==> src/rtl/ldr_pkg.sv <==
// ldr_pkg: shared state encodings, widths and lane constants for byte_loader
package ldr_pkg;
    typedef enum logic [2:0] {CLEAR, COLLECT, LOAD, DONE, IDLE} ldr_state_t;
    localparam int LDR_NUM_BYTES = 4;
    localparam int LDR_IDX_W = 2;
    localparam logic [LDR_IDX_W-1:0] LANE0 = 2'b00;
    localparam logic [LDR_IDX_W-1:0] LANE1 = 2'b01;
    localparam logic [LDR_IDX_W-1:0] LANE2 = 2'b10;
    localparam logic [LDR_IDX_W-1:0] LANE3 = 2'b11;
endpackage

==> src/rtl/byte_loader_sync_rise.sv <==
// sync_rise: SYNC_STAGES-deep synchroniser for an asynchronous pin plus rising-edge detect
module sync_rise #(
    parameter int SYNC_STAGES = 2
) (
    input  logic clk,
    input  logic rst_n,
    input  logic d,
    output logic rise
);
    logic [SYNC_STAGES-1:0] sync;
    logic                   stb_d;
    // shift the pin through the synchroniser and keep one cycle of history
    always_ff @(posedge clk or negedge rst_n) begin
        if (!rst_n) begin
            sync  <= '0;
            stb_d <= 1'b0;
        end else begin
            sync  <= {sync[SYNC_STAGES-2:0], d};
            stb_d <= sync[SYNC_STAGES-1];
        end
    end
    assign rise = sync[SYNC_STAGES-1] & ~stb_d;
endmodule

==> src/rtl/byte_loader.sv <==
// byte_loader: sequences strobed pin bytes into lanes 0..3 of the register memory; LDR_TIMEOUT_EN adds an inter-byte timeout abort
module byte_loader
    import ldr_pkg::*;
#(
    parameter int SYNC_STAGES    = 2,
    parameter int TIMEOUT_CYCLES = 1000
) (
    input  logic                 clk,
    input  logic                 rst_LDR_n,
    input  logic [7:0]           BYTE_IN,
    input  logic                 BYTE_STB,
    input  logic                 START,
    output logic [7:0]           MEM_IN,
    output logic                 MEM_LOAD,
    output logic [LDR_IDX_W-1:0] MEM_LOAD_VAL,
    output logic                 rst_MEM,
    output logic                 WORD_DONE,
    output logic                 BUSY,
    output logic [LDR_IDX_W-1:0] BYTE_IDX,
    output logic                 TIMEOUT
);
    ldr_state_t           state, nxt;
    logic [LDR_IDX_W-1:0] idx;
    logic                 rise, tmo;

    sync_rise #(.SYNC_STAGES(SYNC_STAGES)) u_stb (
        .clk   (clk),
        .rst_n (rst_LDR_n),
        .d     (BYTE_STB),
        .rise  (rise)
    );

    // next state: START outranks everything, a byte outranks a timeout
    always_comb begin
        nxt = (START && state != CLEAR) ? CLEAR :
              (state == CLEAR)          ? COLLECT :
              (state == COLLECT)        ? (rise ? LOAD : (tmo ? CLEAR : COLLECT)) :
              (state == LOAD)           ? ((idx == LANE3) ? DONE : COLLECT) :
              IDLE;
    end

    // state, lane index and all outputs registered from the next state
    always_ff @(posedge clk or negedge rst_LDR_n) begin
        if (!rst_LDR_n) begin
            state        <= CLEAR;
            rst_MEM      <= 1'b1;
            BUSY         <= 1'b1;
            MEM_LOAD     <= 1'b0;
            WORD_DONE    <= 1'b0;
            MEM_IN       <= '0;
            MEM_LOAD_VAL <= LANE0;
            idx          <= LANE0;
        end else begin
            state     <= nxt;
            rst_MEM   <= nxt == CLEAR;
            BUSY      <= nxt == CLEAR || nxt == COLLECT || nxt == LOAD;
            MEM_LOAD  <= nxt == LOAD;
            WORD_DONE <= nxt == DONE;
            if (nxt == LOAD) begin
                MEM_IN       <= BYTE_IN;
                MEM_LOAD_VAL <= idx;
            end
            if (nxt == CLEAR)
                idx <= LANE0;
            else if (state == LOAD)
                idx <= idx + 2'd1;
        end
    end

    assign BYTE_IDX = idx;

`ifdef LDR_TIMEOUT_EN
    localparam int CW = $clog2(TIMEOUT_CYCLES + 1);
    logic [CW-1:0] cnt;

    assign tmo = state == COLLECT && idx != LANE0 && cnt == CW'(TIMEOUT_CYCLES);

    // count idle cycles between bytes of a started word; pulse TIMEOUT on abort
    always_ff @(posedge clk or negedge rst_LDR_n) begin
        if (!rst_LDR_n) begin
            cnt     <= '0;
            TIMEOUT <= 1'b0;
        end else begin
            cnt     <= (state == COLLECT && nxt == COLLECT && idx != LANE0) ? cnt + CW'(1) : '0;
            TIMEOUT <= tmo & ~rise & ~START;
        end
    end
`else
    logic unused_timeout;
    assign unused_timeout = |TIMEOUT_CYCLES;
    assign tmo            = 1'b0;
    assign TIMEOUT        = 1'b0;
`endif
endmodule
==> config.mk <==
export PLATFORM = sky130hd
export DESIGN_NAME = byte_loader
export DESIGN_NICKNAME = d
export VERILOG_FILES = /design/src/rtl/ldr_pkg.sv /design/src/rtl/byte_loader_sync_rise.sv /design/src/rtl/byte_loader.sv
export SDC_FILE = /design/constraint.sdc
export NUM_CORES = 1
export LEC_CHECK = 0
export CORE_MARGIN = 1.5
export CORE_UTILIZATION = 45
export CTS_BUF_LIST = sky130_fd_sc_hd__clkbuf_2
export DETAILED_ROUTE_END_ITERATION = 16
export GPL_TIMING_DRIVEN = 1
export HOLD_SLACK_MARGIN = 0.06
export PLACE_DENSITY_LB_ADDON = 0.2
export SLEW_MARGIN = 25
export SYNTH_ARGS = -nofsm -noshare
export SYNTH_HDL_FRONTEND = slang
export SYNTH_SLANG_ARGS = --single-unit
==> constraint.sdc <==
create_clock -name clk -period 2.1 [get_ports clk]
set_input_delay 0.21 -clock clk [delete_from_list [all_inputs] [get_ports clk]]
set_output_delay 0.21 -clock clk [all_outputs]
set_load 0.005 [all_outputs]
==> flow_metrics.env, run 1 <==
export IMPL_status="complete, no violations"
export IMPL_comb_power_share_pct=25.4
export IMPL_die_x_microns=47.3
export IMPL_cts_tree="yes"
export IMPL_leakagePower_nw=0.588
export IMPL_grt_pass1_vias=550
export IMPL_nets=104
export IMPL_r2r_setup_slack_ns=0.49
export IMPL_netlist_instances=60
export IMPL_num_rows=15
export IMPL_min_period_ns=1.61
export IMPL_crit_chain="nand2b_4 > nand4b_2 > mux2_4"
export IMPL_drive_above_1_share_pct=22.2
export IMPL_ant_nets=0
export IMPL_fin_crit_sh_pct=76.8
export IMPL_vias=553
export IMPL_avgSynthCellArea_sq_um=14.7
export IMPL_dpl_worst_slack_ns=0.142
export IMPL_yosys_warnings=0
export IMPL_layout_commonest_cell="clkdlybuf4s50_1"
export IMPL_synth_nets=73
export IMPL_p_switching_mw=0.241
export IMPL_mostFrequentLayoutCells="27 x clkdlybuf4s50_1, 20 x dfrtp_1, 8 x mux2_4"
export IMPL_ctsResizeCount=0
export IMPL_slew_headroom_pct=66.5
export IMPL_maxCapViolations=0
export IMPL_crit_cells=3
export IMPL_antenna_found_initial=0
export IMPL_ys_seq_area_share_pct=62.5
export IMPL_cts_buffers=3
export IMPL_r2r_end="MEM_LOAD_VAL[0]"
export IMPL_path_max_fanout=12
export IMPL_vdd_ir_drop_max_uv=464
export IMPL_post_cts_buffers=0
export IMPL_grt_pass1_wl_mm=2.27
export IMPL_internal_power_mw=0.866
export IMPL_die_height_microns=47.3
export IMPL_gr_total_overflow=0
export IMPL_drt_iter0_drc=4
export IMPL_cts_root_buf="clkbuf_2"
export IMPL_nFillCells=137
export IMPL_finalInstanceArea_sq_um=1220
export IMPL_start_kind="flop"
export IMPL_drc_errors=0
export IMPL_tns_ns=0
export IMPL_seqPwrFrac_pct=49.0
export IMPL_critical_path_class="flop to flop"
export IMPL_ioPinCount=29
export IMPL_hold_viol=0
export IMPL_finalNonFillerCells=115
export IMPL_p_sw_share_pct=21.8
export IMPL_power_mw=1.11
export IMPL_hp_class="input pin to async pin"
export IMPL_rsz0062_at_grt="false"
export IMPL_synth_cell_type_count=21
export IMPL_floorplan_initialDensity_pct=49.6
export IMPL_io_buffers=27
export IMPL_worstPathArrival_ns=1.82
export IMPL_cp_endpoint="MEM_LOAD_VAL[0]"
export IMPL_grt_max_degree=23
export IMPL_setup_violations=0
export IMPL_clockPowerShare_pct=25.7
export IMPL_clock_latency_ns=0.31
export IMPL_die_area_sq_um=2240
export IMPL_cp_slowest_cell="nand4b_2"
export IMPL_path_buf_inv=0
export IMPL_grt_usage_pct=15.1
export IMPL_diodes=0
export IMPL_vias_per_cell=4.81
export IMPL_required_ns=2.31
export IMPL_wl_mm=1.45
export IMPL_clock_fmax_mhz=620
export IMPL_areaGrowthSynthToFinish_pct=37.9
export IMPL_placed_cell_area_sq_um=1170
export IMPL_slew_violations=0
export IMPL_critPathTopFamily="simple AND/OR/NAND/NOR gates"
export IMPL_place_inst=111
export IMPL_startpoint="u_stb.stb_d"
export IMPL_cellPowerDensity_nw_per_um2=907
export IMPL_ctsHtreeMaxLevel=1
export IMPL_synth_area_sq_um=885
export IMPL_clock_sinks=22
export IMPL_worstReg2RegStart="u_stb.stb_d"
export IMPL_reg2reg_depth=3
export IMPL_clockBufferDepth=2
export IMPL_wl_per_cell_microns=12.6
export IMPL_clkTransAtPathRegs_ns=0.21
export IMPL_cp_end_kind="flop"
export IMPL_finClkSkew_ns=0.0162
export IMPL_ys_ff_latch=22
export IMPL_tightest_slew_ns=0.500
export IMPL_max_stage_delay_ns=0.51
export IMPL_fin_ws_ns=0.488
export IMPL_dr_pass1_iters=3
export IMPL_gp_congestion=0.815
export IMPL_core_area_sq_um=1780
export IMPL_cts_hold_fix_buffers=0
==> final cells by class <==
cell class              count  area (sq um)  area share (%)
well taps                  25          31.3            2.56
flip-flops and latches     22           553            45.3
clock inverters             1          30.0            2.46
multi-input cells          33           302            24.7
clock buffers               3          15.0            1.23
repair buffers             28           278            22.8
inverters                   3          11.3           0.923
==> metal layers <==
| layer | vias up | GRT usage (%) | part of all wire, % |
|---|---|---|---|
| met2 | 20 | 26.8 | 53 |
| li1 | 258 | - | - |
| met5 | - | 0 | 0 |
| met4 | 0 | 5.00 | 0.69 |
| met1 | 273 | 16.9 | 41 |
| met3 | 2 | 5.00 | 5.6 |
==> cell usage after synthesis <==
library cell,n,share of area [%]
mux2_2,2,2.5
nand2b_4,1,1.6
nand2_1,1,0.42
inv_1,3,1.3
and2b_1,1,0.85
nor2_2,1,0.71
conb_1,1,0.42
nor2_1,5,2.1
a22oi_1,1,0.85
buf_4,1,0.85
a21oi_1,3,1.7
mux2_4,8,14
nand4b_2,1,1.7
ha_1,1,1.4
nand3_1,1,0.57
a21boi_0,1,0.85
buf_6,1,1.3
nand2b_1,2,1.4
dfstp_2,2,5.9
dfrtp_1,20,57
mux2i_1,3,3.4
==> power by group through the flow <==
stage | clock, mW | combinational, mW | sequential (mW)
6_report | 0.284 | 0.281 | 0.542
5_1_grt | 0.313 | 0.305 | 0.551
4_1_cts | 0.292 | 0.286 | 0.543
3_5_place_dp | 0 | 0.284 | 0.549
3_3_place_gp | 0 | 0.276 | 0.548
2_1_floorplan | 0 | 0.110 | 0.549
==> worst min path at each step <==
stage                          endpoint  slack (ns)
final                          state[0]        0.20
after global routing        BYTE_IDX[1]        0.19
after detailed placement  u_stb.sync[1]        0.35
after CTS                   BYTE_IDX[1]        0.21
after global placement    u_stb.sync[1]        0.33
after floorplan             BYTE_IDX[0]       -0.09
==> state kept, by name, summed over array words and instances (netlist names) <==
register,count
u_stb.stb_d,1
MEM_LOAD_VAL,2
MEM_LOAD,1
u_stb.sync,2
WORD_DONE,1
rst_MEM,1
BUSY,1
state,3
BYTE_IDX,2
MEM_IN,8
==> worst register-to-register path, stage by stage, from the launching register on <==
cell,delay [ns]
dfrtp_1,0.41
nand2b_4,0.13
nand4b_2,0.51
mux2_4,0.45
==> kinds of logic (layout without fill, tap and decap cells) <==
group / after synthesis / count (layout) / synth area share [%]
AOI/OAI and AO/OA: 5 / 5 / 3.39
adders and majority gates: 1 / 1 / 1.41
buffers and inverters: 5 / 35 / 3.39
DFF: 22 / 22 / 62.5
muxes: 13 / 13 / 19.5
other: 1 / 1 / 0.424
and+or+nand+nor: 13 / 13 / 9.33
==> through the flow <==
step,util [%],hold slack (ns)
global placement,65.9,0.333
CTS,68.4,0.207
global route,68.4,0.194
detailed placement,65.9,0.346
floorplan,-,-0.0856
finish,68.4,0.204
No activity file was read; power rests on OpenSTA's default activity.
==> run 2, diff against run 1 <==
Settings changed: CORE_UTILIZATION 45 to 42.
Clock period 2.1 ns to 1.3 ns, I/O delays scaled along.
==> run 2 against run 1 <==
Against the previous run:
- critical path depth increased by 1
- first-iteration DRC count increased by 50%
- clock power decreased by 9.2%
- combinational power up 56%
- highest routed layer is now met3
==> flow_metrics.env, run 2 (synthesis gave the netlist of run 1 again) <==
export IMPL_status="complete, no violations"
export IMPL_ioPinCount=29
export IMPL_fin_crit_sh_pct=97.2
export IMPL_drc_errors=0
export IMPL_critical_path_class="flop to flop"
export IMPL_hold_viol=0
export IMPL_path_buf_inv=1
export IMPL_startpoint="state[2]"
export IMPL_clockBufferDepth=2
export IMPL_drt_iter0_drc=6
export IMPL_clockPowerShare_pct=16.5
export IMPL_clkTransAtPathRegs_ns=0.20
export IMPL_antenna_found_initial=0
export IMPL_largest_reg_flops=8
export IMPL_p_switching_mw=0.393
export IMPL_rsz0062_at_grt="true"
export IMPL_clock_latency_ns=0.31
export IMPL_wl_met3_microns=84
export IMPL_cellPowerDensity_nw_per_um2=1230
export IMPL_path_max_fanout=12
export IMPL_placed_cell_area_sq_um=1220
export IMPL_grt_pass1_vias=609
export IMPL_vdd_ir_drop_max_uv=664
export IMPL_dr_pass1_iters=2
export IMPL_diodes=0
export IMPL_finalInstanceArea_sq_um=1270
export IMPL_cts_buffers=3
export IMPL_internal_power_mw=1.17
export IMPL_leakagePower_nw=0.678
export IMPL_p_sw_share_pct=25.2
export IMPL_hp_class="input pin to async pin"
export IMPL_vias_per_cell=4.63
export IMPL_min_period_ns=1.26
export IMPL_setup_violations=0
export IMPL_vias=583
export IMPL_wl_per_cell_microns=11.8
export IMPL_tns_ns=0
export IMPL_multi_input_area_sq_um=310
export IMPL_top_register="MEM_IN"
export IMPL_comb_power_share_pct=28.1
export IMPL_nFillCells=167
export IMPL_drive_above_1_share_pct=29.3
export IMPL_gr_total_overflow=0
export IMPL_hpwlAfterDp_mm=1.08
export IMPL_wl_mm=1.49
export IMPL_wl_met2_microns=793
export IMPL_hold_ws_ns=0.118
export IMPL_maxCapViolations=0
export IMPL_die_height_microns=48.9
export IMPL_r2r_setup_slack_ns=0.04
export IMPL_ctsHtreeMaxLevel=1
export IMPL_worstPathArrival_ns=1.48
export IMPL_worstReg2RegStart="state[2]"
export IMPL_mostFrequentLayoutCells="19 x dfrtp_1, 16 x dlygate4sd2_1, 11 x clkdlybuf4s50_1"
export IMPL_finClkSkew_ns=0.0142
export IMPL_top_layer_used="met3"
export IMPL_fin_util_pct=63.9
export IMPL_ant_nets=0
export IMPL_areaGrowthSynthToFinish_pct=43.1
export IMPL_core_area_sq_um=1980
export IMPL_cts_tree="yes"
export IMPL_crit_chain="nor2_2 > nand4b_4 > buf_12 > mux2_4"
export IMPL_clock_fmax_mhz=792
export IMPL_grt_pass1_wl_mm=2.70
export IMPL_num_rows=16
export IMPL_met1_length_microns=613
export IMPL_floorplan_initialDensity_pct=44.6
export IMPL_start_kind="flop"
export IMPL_regArea_sq_um=554
export IMPL_grt_max_degree=23
export IMPL_clock_sinks=22
export IMPL_cp_end_kind="flop"
export IMPL_top_regs="MEM_IN (8), state (3)"
export IMPL_slew_violations=0
export IMPL_power_mw=1.56
export IMPL_gp_congestion=0.710
export IMPL_max_stage_delay_ns=0.46
export IMPL_layout_commonest_cell="dfrtp_1"
export IMPL_critPathTopFamily="flip-flops"
export IMPL_required_ns=1.51
export IMPL_cp_slowest_cell="dfrtp_1"
export IMPL_grt_usage_pct=14.8
export IMPL_die_x_microns=48.9
export IMPL_die_area_sq_um=2390
export IMPL_cts_root_buf="clkbuf_2"
export IMPL_seqPwrFrac_pct=55.4
export IMPL_io_buffers=27
export IMPL_nets=113
[run 2: final timing paths]
| kind | endpoint | cells after the start |
|---|---|---|
| max | MEM_LOAD_VAL[0] | 4 |
| min | MEM_IN[7] | 2 |
| max reg2reg | MEM_LOAD_VAL[0] | 4 |
| min reg2reg | u_stb.sync[1] | 0 |
| max in group asynchronous | rst_MEM | 2 |
| min in group clk | u_stb.sync[0] | 1 |
[run 2: repair_timing]
| action | 4_1_cts | 5_1_grt |
|---|---|---|
| hold buffers | 0 | 0 |
| endpoints found under the setup margin | 24 | 7 |
| buffers inserted | 5 | 0 |
| resized for setup | 18 | 0 |
| hold endpoints to repair | 0 | 0 |
[run 2: area by class of cell]
class	count	area share (%)
sequential	22	43.8
clock buffer	3	1.19
timing repair buffer	37	26.7
multi-input combinational	33	24.5
tap	27	2.67
clock inverter	1	0.296
inverter	3	0.889
[run 2: through the flow]
| step | worst slack, ns | std cells |
|---|---|---|
| 4_1_cts | 0.0264 | 126 |
| 3_3_place_gp | -0.123 | 117 |
| 6_report | 0.0370 | 126 |
| 2_1_floorplan | 0.0233 | 60 |
| 3_5_place_dp | -0.131 | 117 |
| 5_1_grt | -0.0173 | 126 |
[run 2: power groups by stage]
stage | clock network (mW) | logic [mW] | registers (mW)
floorplan | 0 | 0.178 | 0.887
finish | 0.258 | 0.438 | 0.864
CTS | 0.275 | 0.444 | 0.866
detailed placement | 0 | 0.481 | 0.883
global placement | 0 | 0.469 | 0.881
global route | 0.301 | 0.474 | 0.882
[run 2: metal layers]
| layer | track usage, % | vias to the layer above |
|---|---|---|
| met5 | 0 | - |
| met4 | 4.29 | 0 |
| met3 | 3.99 | 0 |
| met2 | 26.5 | 19 |
| met1 | 17.2 | 289 |
| li1 | - | 275 |
